**config.mk**
```make
export PLATFORM = sky130hd
export DESIGN_NAME = ifq_flat
export DESIGN_NICKNAME = d
export VERILOG_FILES = /design/src/rtl/ifq_pkg.sv /design/src/rtl/ifq_if.sv /design/src/rtl/fifo_1w1r.sv /design/src/rtl/ifq.sv /design/src/flat_wrapper.sv
export SDC_FILE = /design/constraint.sdc
export NUM_CORES = 2
export LEC_CHECK = 0
export CAP_MARGIN = 10
export CORE_ASPECT_RATIO = 0.7
export CORE_MARGIN = 1
export CORE_UTILIZATION = 35
export CTS_CLUSTER_SIZE = 12
export DETAILED_ROUTE_END_ITERATION = 12
export GPL_TIMING_DRIVEN = 1
export SLEW_MARGIN = 20
export SYNTH_ARGS = -nofsm -noshare
export SYNTH_HDL_FRONTEND = slang
export SYNTH_SLANG_ARGS = --single-unit
export TNS_END_PERCENT = 100
```
**constraint.sdc**
```tcl
create_clock -name clk -period 73 [get_ports clk]
set_input_delay 14.6 -clock clk [delete_from_list [all_inputs] [get_ports clk]]
set_output_delay 14.6 -clock clk [all_outputs]
set_load 0.03 [all_outputs]
```
**src/rtl/ifq_pkg.sv**
```systemverilog
// Shared definitions for the instruction fetch queue: field widths, the stored
// fetch-packet entry layout and the predicted-taken mask fixup.
package ifq_pkg;

  localparam int unsigned PcW    = 64;
  localparam int unsigned WordW  = 32;
  localparam int unsigned TrackW = 2;

  typedef struct packed {
    logic [PcW-1:0]     pc;
    logic [2*WordW-1:0] instr;
    logic [1:0]         mask;
    logic               bp;
    logic               bp_slot;
    logic [TrackW-1:0]  bp_track;
    logic [PcW-1:0]     bt;
  } entry_t;

  localparam int unsigned EntryW = $bits(entry_t);

  // A taken branch in the low word makes the high word unreachable.
  function automatic logic [1:0] fix_mask(logic [1:0] mask, logic bp, logic bp_slot);
    return (bp && !bp_slot) ? {1'b0, mask[0]} : mask;
  endfunction

endpackage

```
**src/rtl/ifq_if.sv**
```systemverilog
// Fetch-packet upstream handshake plus the two-slot decoder interface of the IFQ.
// The queue itself is the slave; the fetch unit / decoder environment is the master.
interface ifq_if;
  import ifq_pkg::*;

  logic                pipe_flush;
  logic [PcW-1:0]      im_pc;
  logic [2*WordW-1:0]  im_instr;
  logic [1:0]          im_mask;
  logic                im_bp;
  logic                im_bp_slot;
  logic [TrackW-1:0]   im_bp_track;
  logic [PcW-1:0]      im_bt;
  logic                im_valid;
  logic                im_ready;

  logic [PcW-1:0]      if_dec0_pc;
  logic [WordW-1:0]    if_dec0_instr;
  logic                if_dec0_bp;
  logic [TrackW-1:0]   if_dec0_bp_track;
  logic [PcW-1:0]      if_dec0_bt;
  logic                if_dec0_valid;

  logic [PcW-1:0]      if_dec1_pc;
  logic [WordW-1:0]    if_dec1_instr;
  logic                if_dec1_bp;
  logic [TrackW-1:0]   if_dec1_bp_track;
  logic [PcW-1:0]      if_dec1_bt;
  logic                if_dec1_valid;

  logic                if_dec_ready;

  modport slave (
    input  pipe_flush, im_pc, im_instr, im_mask, im_bp, im_bp_slot, im_bp_track, im_bt,
    input  im_valid, if_dec_ready,
    output im_ready,
    output if_dec0_pc, if_dec0_instr, if_dec0_bp, if_dec0_bp_track, if_dec0_bt, if_dec0_valid,
    output if_dec1_pc, if_dec1_instr, if_dec1_bp, if_dec1_bp_track, if_dec1_bt, if_dec1_valid
  );

  modport master (
    output pipe_flush, im_pc, im_instr, im_mask, im_bp, im_bp_slot, im_bp_track, im_bt,
    output im_valid, if_dec_ready,
    input  im_ready,
    input  if_dec0_pc, if_dec0_instr, if_dec0_bp, if_dec0_bp_track, if_dec0_bt, if_dec0_valid,
    input  if_dec1_pc, if_dec1_instr, if_dec1_bp, if_dec1_bp_track, if_dec1_bt, if_dec1_valid
  );

endinterface

```
**src/rtl/fifo_1w1r.sv**
```systemverilog
// Single-write single-read FIFO with wrap-bit pointers, flush and async-reset storage.
// Read data is the head entry, presented combinationally.
module fifo_1w1r #(
  parameter int unsigned WIDTH = 8,
  parameter int unsigned DEPTH = 4
) (
  input  logic             clk,
  input  logic             rst,
  input  logic             flush_i,
  input  logic             wr_en_i,
  input  logic [WIDTH-1:0] wr_data_i,
  input  logic             rd_en_i,
  output logic [WIDTH-1:0] rd_data_o,
  output logic             full_o,
  output logic             empty_o
);

  localparam int unsigned AW = $clog2(DEPTH);
  localparam logic [AW:0] PtrOne = {{AW{1'b0}}, 1'b1};
  localparam logic [AW:0] WrapOnly = {1'b1, {AW{1'b0}}};

  logic [AW:0]      wptr_q, wptr_d;
  logic [AW:0]      rptr_q, rptr_d;
  logic [WIDTH-1:0] mem_q [DEPTH];
  logic             push, pop;

  assign full_o    = (wptr_q ^ rptr_q) == WrapOnly;
  assign empty_o   = wptr_q == rptr_q;
  assign push      = wr_en_i & ~full_o;
  assign pop       = rd_en_i & ~empty_o;
  assign rd_data_o = mem_q[rptr_q[AW-1:0]];

  always_comb begin
    wptr_d = wptr_q;
    rptr_d = rptr_q;
    if (flush_i) begin
      wptr_d = '0;
      rptr_d = '0;
    end else begin
      if (push) wptr_d = wptr_q + PtrOne;
      if (pop)  rptr_d = rptr_q + PtrOne;
    end
  end

  always_ff @(posedge clk or posedge rst) begin
    if (rst) begin
      wptr_q <= '0;
      rptr_q <= '0;
      for (int unsigned i = 0; i < DEPTH; i++) mem_q[i] <= '0;
    end else begin
      wptr_q <= wptr_d;
      rptr_q <= rptr_d;
      if (push && !flush_i) mem_q[wptr_q[AW-1:0]] <= wr_data_i;
    end
  end

endmodule

```
**src/rtl/ifq.sv**
```systemverilog
// Instruction fetch queue: buffers 2-word fetch packets and steers the valid words of
// the head packet onto two decoder slots, lower address first.
module ifq
  import ifq_pkg::*;
#(
  parameter int unsigned DEPTH = 4
) (
  input logic  clk,
  input logic  rst,
  ifq_if.slave bus
);

  entry_t     wr_entry;
  logic [EntryW-1:0] head_bits;
  entry_t     head;
  logic [1:0] mask_eff;
  logic       full, empty, push, pop;

  logic       d0_valid, d0_hi, d1_valid;
  logic       d0_pred, d1_pred;

  assign mask_eff = fix_mask(bus.im_mask, bus.im_bp, bus.im_bp_slot);
  assign bus.im_ready = ~full;
  // Packets left with no valid word are accepted but never stored.
  assign push = bus.im_valid & ~full & (|mask_eff);
  assign pop  = d0_valid & bus.if_dec_ready;

  always_comb begin
    wr_entry          = '0;
    wr_entry.pc       = bus.im_pc;
    wr_entry.instr    = bus.im_instr;
    wr_entry.mask     = mask_eff;
    wr_entry.bp       = bus.im_bp;
    wr_entry.bp_slot  = bus.im_bp_slot;
    wr_entry.bp_track = bus.im_bp_track;
    wr_entry.bt       = bus.im_bt;
  end

  fifo_1w1r #(
    .WIDTH (EntryW),
    .DEPTH (DEPTH)
  ) u_fifo (
    .clk       (clk),
    .rst       (rst),
    .flush_i   (bus.pipe_flush),
    .wr_en_i   (push),
    .wr_data_i (wr_entry),
    .rd_en_i   (pop),
    .rd_data_o (head_bits),
    .full_o    (full),
    .empty_o   (empty)
  );

  assign head = entry_t'(head_bits);

  always_comb begin
    d0_valid = 1'b0;
    d0_hi    = 1'b0;
    d1_valid = 1'b0;
    if (!empty) begin
      case (head.mask)
        2'b11: begin
          d0_valid = 1'b1;
          d1_valid = 1'b1;
        end
        2'b01: d0_valid = 1'b1;
        2'b10: begin
          d0_valid = 1'b1;
          d0_hi    = 1'b1;
        end
        default: ;
      endcase
    end
  end

  // Prediction info follows the word named by bp_slot; dec1 only ever holds the high word.
  assign d0_pred = d0_valid & (head.bp_slot == d0_hi);
  assign d1_pred = d1_valid & head.bp_slot;

  always_comb begin
    bus.if_dec0_valid    = d0_valid;
    bus.if_dec0_pc       = '0;
    bus.if_dec0_instr    = '0;
    bus.if_dec0_bp       = 1'b0;
    bus.if_dec0_bp_track = '0;
    bus.if_dec0_bt       = '0;
    bus.if_dec1_valid    = d1_valid;
    bus.if_dec1_pc       = '0;
    bus.if_dec1_instr    = '0;
    bus.if_dec1_bp       = 1'b0;
    bus.if_dec1_bp_track = '0;
    bus.if_dec1_bt       = '0;
    if (d0_valid) begin
      bus.if_dec0_pc    = d0_hi ? head.pc + 64'd4 : head.pc;
      bus.if_dec0_instr = d0_hi ? head.instr[2*WordW-1:WordW] : head.instr[WordW-1:0];
    end
    if (d0_pred) begin
      bus.if_dec0_bp       = head.bp;
      bus.if_dec0_bp_track = head.bp_track;
      bus.if_dec0_bt       = head.bt;
    end
    if (d1_valid) begin
      bus.if_dec1_pc    = head.pc + 64'd4;
      bus.if_dec1_instr = head.instr[2*WordW-1:WordW];
    end
    if (d1_pred) begin
      bus.if_dec1_bp       = head.bp;
      bus.if_dec1_bp_track = head.bp_track;
      bus.if_dec1_bt       = head.bt;
    end
  end

endmodule
```
**src/flat_wrapper.sv**
```systemverilog
// flat-port wrapper written by rule: the top's interface ports become plain ports
module ifq_flat import ifq_pkg::*;
#(
  parameter int unsigned DEPTH = 4
)
  (clk, rst, bus_pipe_flush, bus_im_pc, bus_im_instr, bus_im_mask, bus_im_bp, bus_im_bp_slot, bus_im_bp_track, bus_im_bt, bus_im_valid, bus_if_dec_ready, bus_im_ready, bus_if_dec0_pc, bus_if_dec0_instr, bus_if_dec0_bp, bus_if_dec0_bp_track, bus_if_dec0_bt, bus_if_dec0_valid, bus_if_dec1_pc, bus_if_dec1_instr, bus_if_dec1_bp, bus_if_dec1_bp_track, bus_if_dec1_bt, bus_if_dec1_valid);
  ifq_if bus_i ();
  input logic clk;
  input logic rst;
  input wire logic [$bits(bus_i.pipe_flush)-1:0] bus_pipe_flush;
  input wire logic [$bits(bus_i.im_pc)-1:0] bus_im_pc;
  input wire logic [$bits(bus_i.im_instr)-1:0] bus_im_instr;
  input wire logic [$bits(bus_i.im_mask)-1:0] bus_im_mask;
  input wire logic [$bits(bus_i.im_bp)-1:0] bus_im_bp;
  input wire logic [$bits(bus_i.im_bp_slot)-1:0] bus_im_bp_slot;
  input wire logic [$bits(bus_i.im_bp_track)-1:0] bus_im_bp_track;
  input wire logic [$bits(bus_i.im_bt)-1:0] bus_im_bt;
  input wire logic [$bits(bus_i.im_valid)-1:0] bus_im_valid;
  input wire logic [$bits(bus_i.if_dec_ready)-1:0] bus_if_dec_ready;
  output wire logic [$bits(bus_i.im_ready)-1:0] bus_im_ready;
  output wire logic [$bits(bus_i.if_dec0_pc)-1:0] bus_if_dec0_pc;
  output wire logic [$bits(bus_i.if_dec0_instr)-1:0] bus_if_dec0_instr;
  output wire logic [$bits(bus_i.if_dec0_bp)-1:0] bus_if_dec0_bp;
  output wire logic [$bits(bus_i.if_dec0_bp_track)-1:0] bus_if_dec0_bp_track;
  output wire logic [$bits(bus_i.if_dec0_bt)-1:0] bus_if_dec0_bt;
  output wire logic [$bits(bus_i.if_dec0_valid)-1:0] bus_if_dec0_valid;
  output wire logic [$bits(bus_i.if_dec1_pc)-1:0] bus_if_dec1_pc;
  output wire logic [$bits(bus_i.if_dec1_instr)-1:0] bus_if_dec1_instr;
  output wire logic [$bits(bus_i.if_dec1_bp)-1:0] bus_if_dec1_bp;
  output wire logic [$bits(bus_i.if_dec1_bp_track)-1:0] bus_if_dec1_bp_track;
  output wire logic [$bits(bus_i.if_dec1_bt)-1:0] bus_if_dec1_bt;
  output wire logic [$bits(bus_i.if_dec1_valid)-1:0] bus_if_dec1_valid;
  assign bus_i.pipe_flush = bus_pipe_flush;
  assign bus_i.im_pc = bus_im_pc;
  assign bus_i.im_instr = bus_im_instr;
  assign bus_i.im_mask = bus_im_mask;
  assign bus_i.im_bp = bus_im_bp;
  assign bus_i.im_bp_slot = bus_im_bp_slot;
  assign bus_i.im_bp_track = bus_im_bp_track;
  assign bus_i.im_bt = bus_im_bt;
  assign bus_i.im_valid = bus_im_valid;
  assign bus_i.if_dec_ready = bus_if_dec_ready;
  assign bus_im_ready = bus_i.im_ready;
  assign bus_if_dec0_pc = bus_i.if_dec0_pc;
  assign bus_if_dec0_instr = bus_i.if_dec0_instr;
  assign bus_if_dec0_bp = bus_i.if_dec0_bp;
  assign bus_if_dec0_bp_track = bus_i.if_dec0_bp_track;
  assign bus_if_dec0_bt = bus_i.if_dec0_bt;
  assign bus_if_dec0_valid = bus_i.if_dec0_valid;
  assign bus_if_dec1_pc = bus_i.if_dec1_pc;
  assign bus_if_dec1_instr = bus_i.if_dec1_instr;
  assign bus_if_dec1_bp = bus_i.if_dec1_bp;
  assign bus_if_dec1_bp_track = bus_i.if_dec1_bp_track;
  assign bus_if_dec1_bt = bus_i.if_dec1_bt;
  assign bus_if_dec1_valid = bus_i.if_dec1_valid;
  ifq #(.DEPTH(DEPTH)) u_core (.clk(clk), .rst(rst), .bus(bus_i));
endmodule
```
==> qor.json <==
{
  "critical_path": {
    "critical_path.startpoint_type": "flop",
    "worst-path-max-fanout": 43,
    "required_arrival_time_at_the_worst_endpoint_ns": 58.40,
    "worstSetupEndpointType": "output port",
    "cp_data_arrival_time_ns": 5.98,
    "timing.setup.critical_path_class": "reg -> out"
  },
  "placed_design": {
    "hpwl_um": 74000,
    "numPlacedInstances": 4665,
    "pre_cts_ws_ns": 53.20,
    "placement.cell_area_um2": 45890,
    "buffer_ports.inserted": 531,
    "routabilityCongestion": 0.9213
  },
  "min_path": {
    "timing.hold.worst.class": "reg -> reg"
  },
  "sta": {
    "fin_tns_setup_ns": 0,
    "slew_headroom_pct": 28.84,
    "hold_ws_ns": 0.4870,
    "finalHoldViolations": 0,
    "timing.final.ws_setup_ns": 52.42,
    "final_period_util_pct": 28.19,
    "fmax_ghz": 0.04859,
    "fin_crit_ns": 20.58,
    "final_max_slew_viol_count": 0,
    "max_slew.worst_pin.slew_ns": 1.058,
    "final.setup_skew_ns": 0.01559,
    "rsz0062_at_grt": "no",
    "setup_viol": 0
  },
  "clocking": {
    "root_buffer": "clkbuf_16",
    "post_cts_resize_count": 0,
    "hold_buffers": 0,
    "clock-sinks": 798,
    "path_clk_slew_ns": 0.06,
    "cts_tree": "built",
    "cts-buffers-inserted": 85,
    "clock_insertion_delay_worst_skew_ns": 0.65,
    "clock_path_buffers": 3,
    "cts-htree-levels": 3,
    "post_cts_setup_driven_buffer_insertion_count": 0
  },
  "finish": {
    "post-route-cell-area_um2": 48720,
    "signed_area_change_from_the_synthesized_netlist_to_the_final_layout_pct": 23.80,
    "multi_input_area_um2": 18380,
    "num-fill-cells": 10150,
    "instances_no_fill": 4829,
    "layout-drive-gt1-share_pct": 35.67,
    "ff_latch_area_um2": 19980,
    "fin_nets": 3506
  },
  "global_routing": {
    "grtUsageTotal_pct": 19.60,
    "grt_first_pass_wirelength_um": 170500,
    "grt_antenna_before_repair": 34,
    "number_of_global_route_vias_before_repair": 26511,
    "grt_remaining_overflow": 0,
    "grt_start_max_net_pins": 129
  },
  "synthesis": {
    "synthCells": 2843,
    "synth_fp_nets": 3052,
    "postSynthAreaPerCell_um2": 13.84,
    "synth.largest_area_cell": "dfrtp_1",
    "synth_warnings": 0,
    "synth_sequential_area_ratio_pct": 50.74,
    "synth_top_cells_by_count": "798 x dfrtp_1, 793 x mux2_2, 198 x mux4_2, 108 x and2_1, 107 x clkbuf_1",
    "netlist.area_leader.share_pct": 50.74,
    "yosys_most_used_dff": "dfrtp_1",
    "synth_most_common_cell": "dfrtp_1",
    "synth.cell_area_um2": 39360,
    "synth-edff-count": 0,
    "ys_types": 57,
    "synth-async-reset-ratio_pct": 100.0,
    "synth-seq-cells": 798,
    "ys_top_cells_by_area": "dfrtp_1 51%, mux2_2 23%, mux4_2 11%"
  },
  "routing": {
    "avgRoutedWirePerCell_um": 23.28,
    "totalWireLength_um": 112400,
    "remaining_drc_errors": 0,
    "detail_route.vias_per_cell": 5.403,
    "route.antenna.remaining_nets": 0,
    "first_pass_iters": 6,
    "drt_iter0_drcs": 1822,
    "routed-via-count": 26090
  },
  "floorplanning": {
    "fp.dieArea_um2": 113800,
    "die_h_um": 282.6,
    "core.rowCount": 102,
    "starting_density_of_the_core_pct": 35.45,
    "io-pin-count": 532,
    "core_region_area_um2": 111000,
    "fp.dieW_um": 402.8
  },
  "status": {
    "status": "complete, no violations"
  },
  "pwr": {
    "leakagePower_nw": 20.46,
    "powerDensity_nw_per_um2": 31.28,
    "worst_ir_drop_vdd_mv": 0.01542
  },
  "job": {
    "cap_viol_max_count": 0
  }
}
-- final timing paths --
check	to	cells after the start	slack, ns	startpoint
setup / recovery	bus_if_dec0_pc[57]	8	52.42	u_core.u_fifo.rptr_q[1]$_DFFE_PP0P_
max in group asynchronous	u_core.u_fifo.mem_q[294]$_DFFE_PP0P_	5	55.38	rst
hold / removal	u_core.u_fifo.mem_q[465]$_DFFE_PP0P_	2	0.49	u_core.u_fifo.mem_q[465]$_DFFE_PP0P_
hold reg to reg	u_core.u_fifo.mem_q[465]$_DFFE_PP0P_	2	0.49	u_core.u_fifo.mem_q[465]$_DFFE_PP0P_
min in group asynchronous	u_core.u_fifo.mem_q[709]$_DFFE_PP0P_	2	14.52	rst
setup reg to reg	u_core.u_fifo.mem_q[601]$_DFFE_PP0P_	9	67.74	u_core.u_fifo.rptr_q[1]$_DFFE_PP0P_
-- sequential cells by signal, summed over array words and instances (netlist names) --
signal and cells:
u_core.u_fifo.mem_q 792, u_core.u_fifo.rptr_q 3, u_core.u_fifo.wptr_q 3
-- routing by layer --
metal | track usage, % | vias up | part of all wire [%]
li1 | - | 11493 | -
met1 | 28.44 | 13648 | 47
met2 | 28.95 | 734 | 44
met3 | 5.026 | 183 | 6.6
met4 | 5.235 | 32 | 2.3
met5 | 0 | - | 0.20
-- cells in the final DEF (no fill, tap or decap), types with 18 or more instances in the layout --
| master | count |
|---|---|
| clkbuf_16 | 85 |
| nand4_1 | 43 |
| o21ai_0 | 34 |
| nor2_1 | 102 |
| dfrtp_1 | 796 |
| nand3_1 | 31 |
| clkbuf_1 | 22 |
| buf_4 | 46 |
| xor2_1 | 37 |
| or3_1 | 36 |
| nor3_1 | 18 |
| and3_1 | 73 |
| a21oi_1 | 70 |
| or4_1 | 23 |
| mux2_2 | 793 |
| nand2_1 | 99 |
| mux4_2 | 197 |
| clkdlybuf4s50_1 | 531 |
| and2_1 | 108 |
| a22oi_1 | 25 |
-- area by class of cell --
class	count	share of cell area, %
Clock inverter	22	0.6471
Timing Repair Buffer	579	11.70
Multi-Input combinational cell	1824	37.73
Antenna cell	17	0.08731
Tap cell	1456	3.739
Clock buffer	124	5.015
Inverter	9	0.08988
Sequential cell	798	41.00
-- critical path, stage by stage, from the launching register on --
cell	delay, ns
dfrtp_4	0.70
buf_4	0.75
mux4_2	0.51
nand4_1	0.45
nor4_1	0.77
nand4_1	0.60
or4_1	0.66
nand2_1	0.13
clkdlybuf4s50_1	0.69
-- cell families (layout without fill, tap and decap cells) --
kind of cell | count (synthesis) | after routing | share of synthesized area [%]
compound gates | 176 | 176 | 2.683
fa+ha+maj | 6 | 6 | 0.1907
flops | 798 | 798 | 50.74
other cells | 0 | 17 | 0
mux | 995 | 995 | 34.12
xor+xnor | 51 | 51 | 1.135
buf+inv | 221 | 734 | 2.613
simple gates | 596 | 596 | 8.520
-- power by group --
group	total [W]	switching, W	internal [W]
logic	0.000487	0.000259	0.000228
clock network	0.000426	0.000181	0.000244
registers	0.000611	0.0000538	0.000557
-- through the flow --
step	utilization, %	total power [W]
floorplan	-	0.0009351
global placement	41.33	0.001094
detailed placement	41.33	0.001103
CTS	43.82	0.001538
global route	43.87	0.001602
finish	43.88	0.001524
Power figures use the tool's default switching activity.
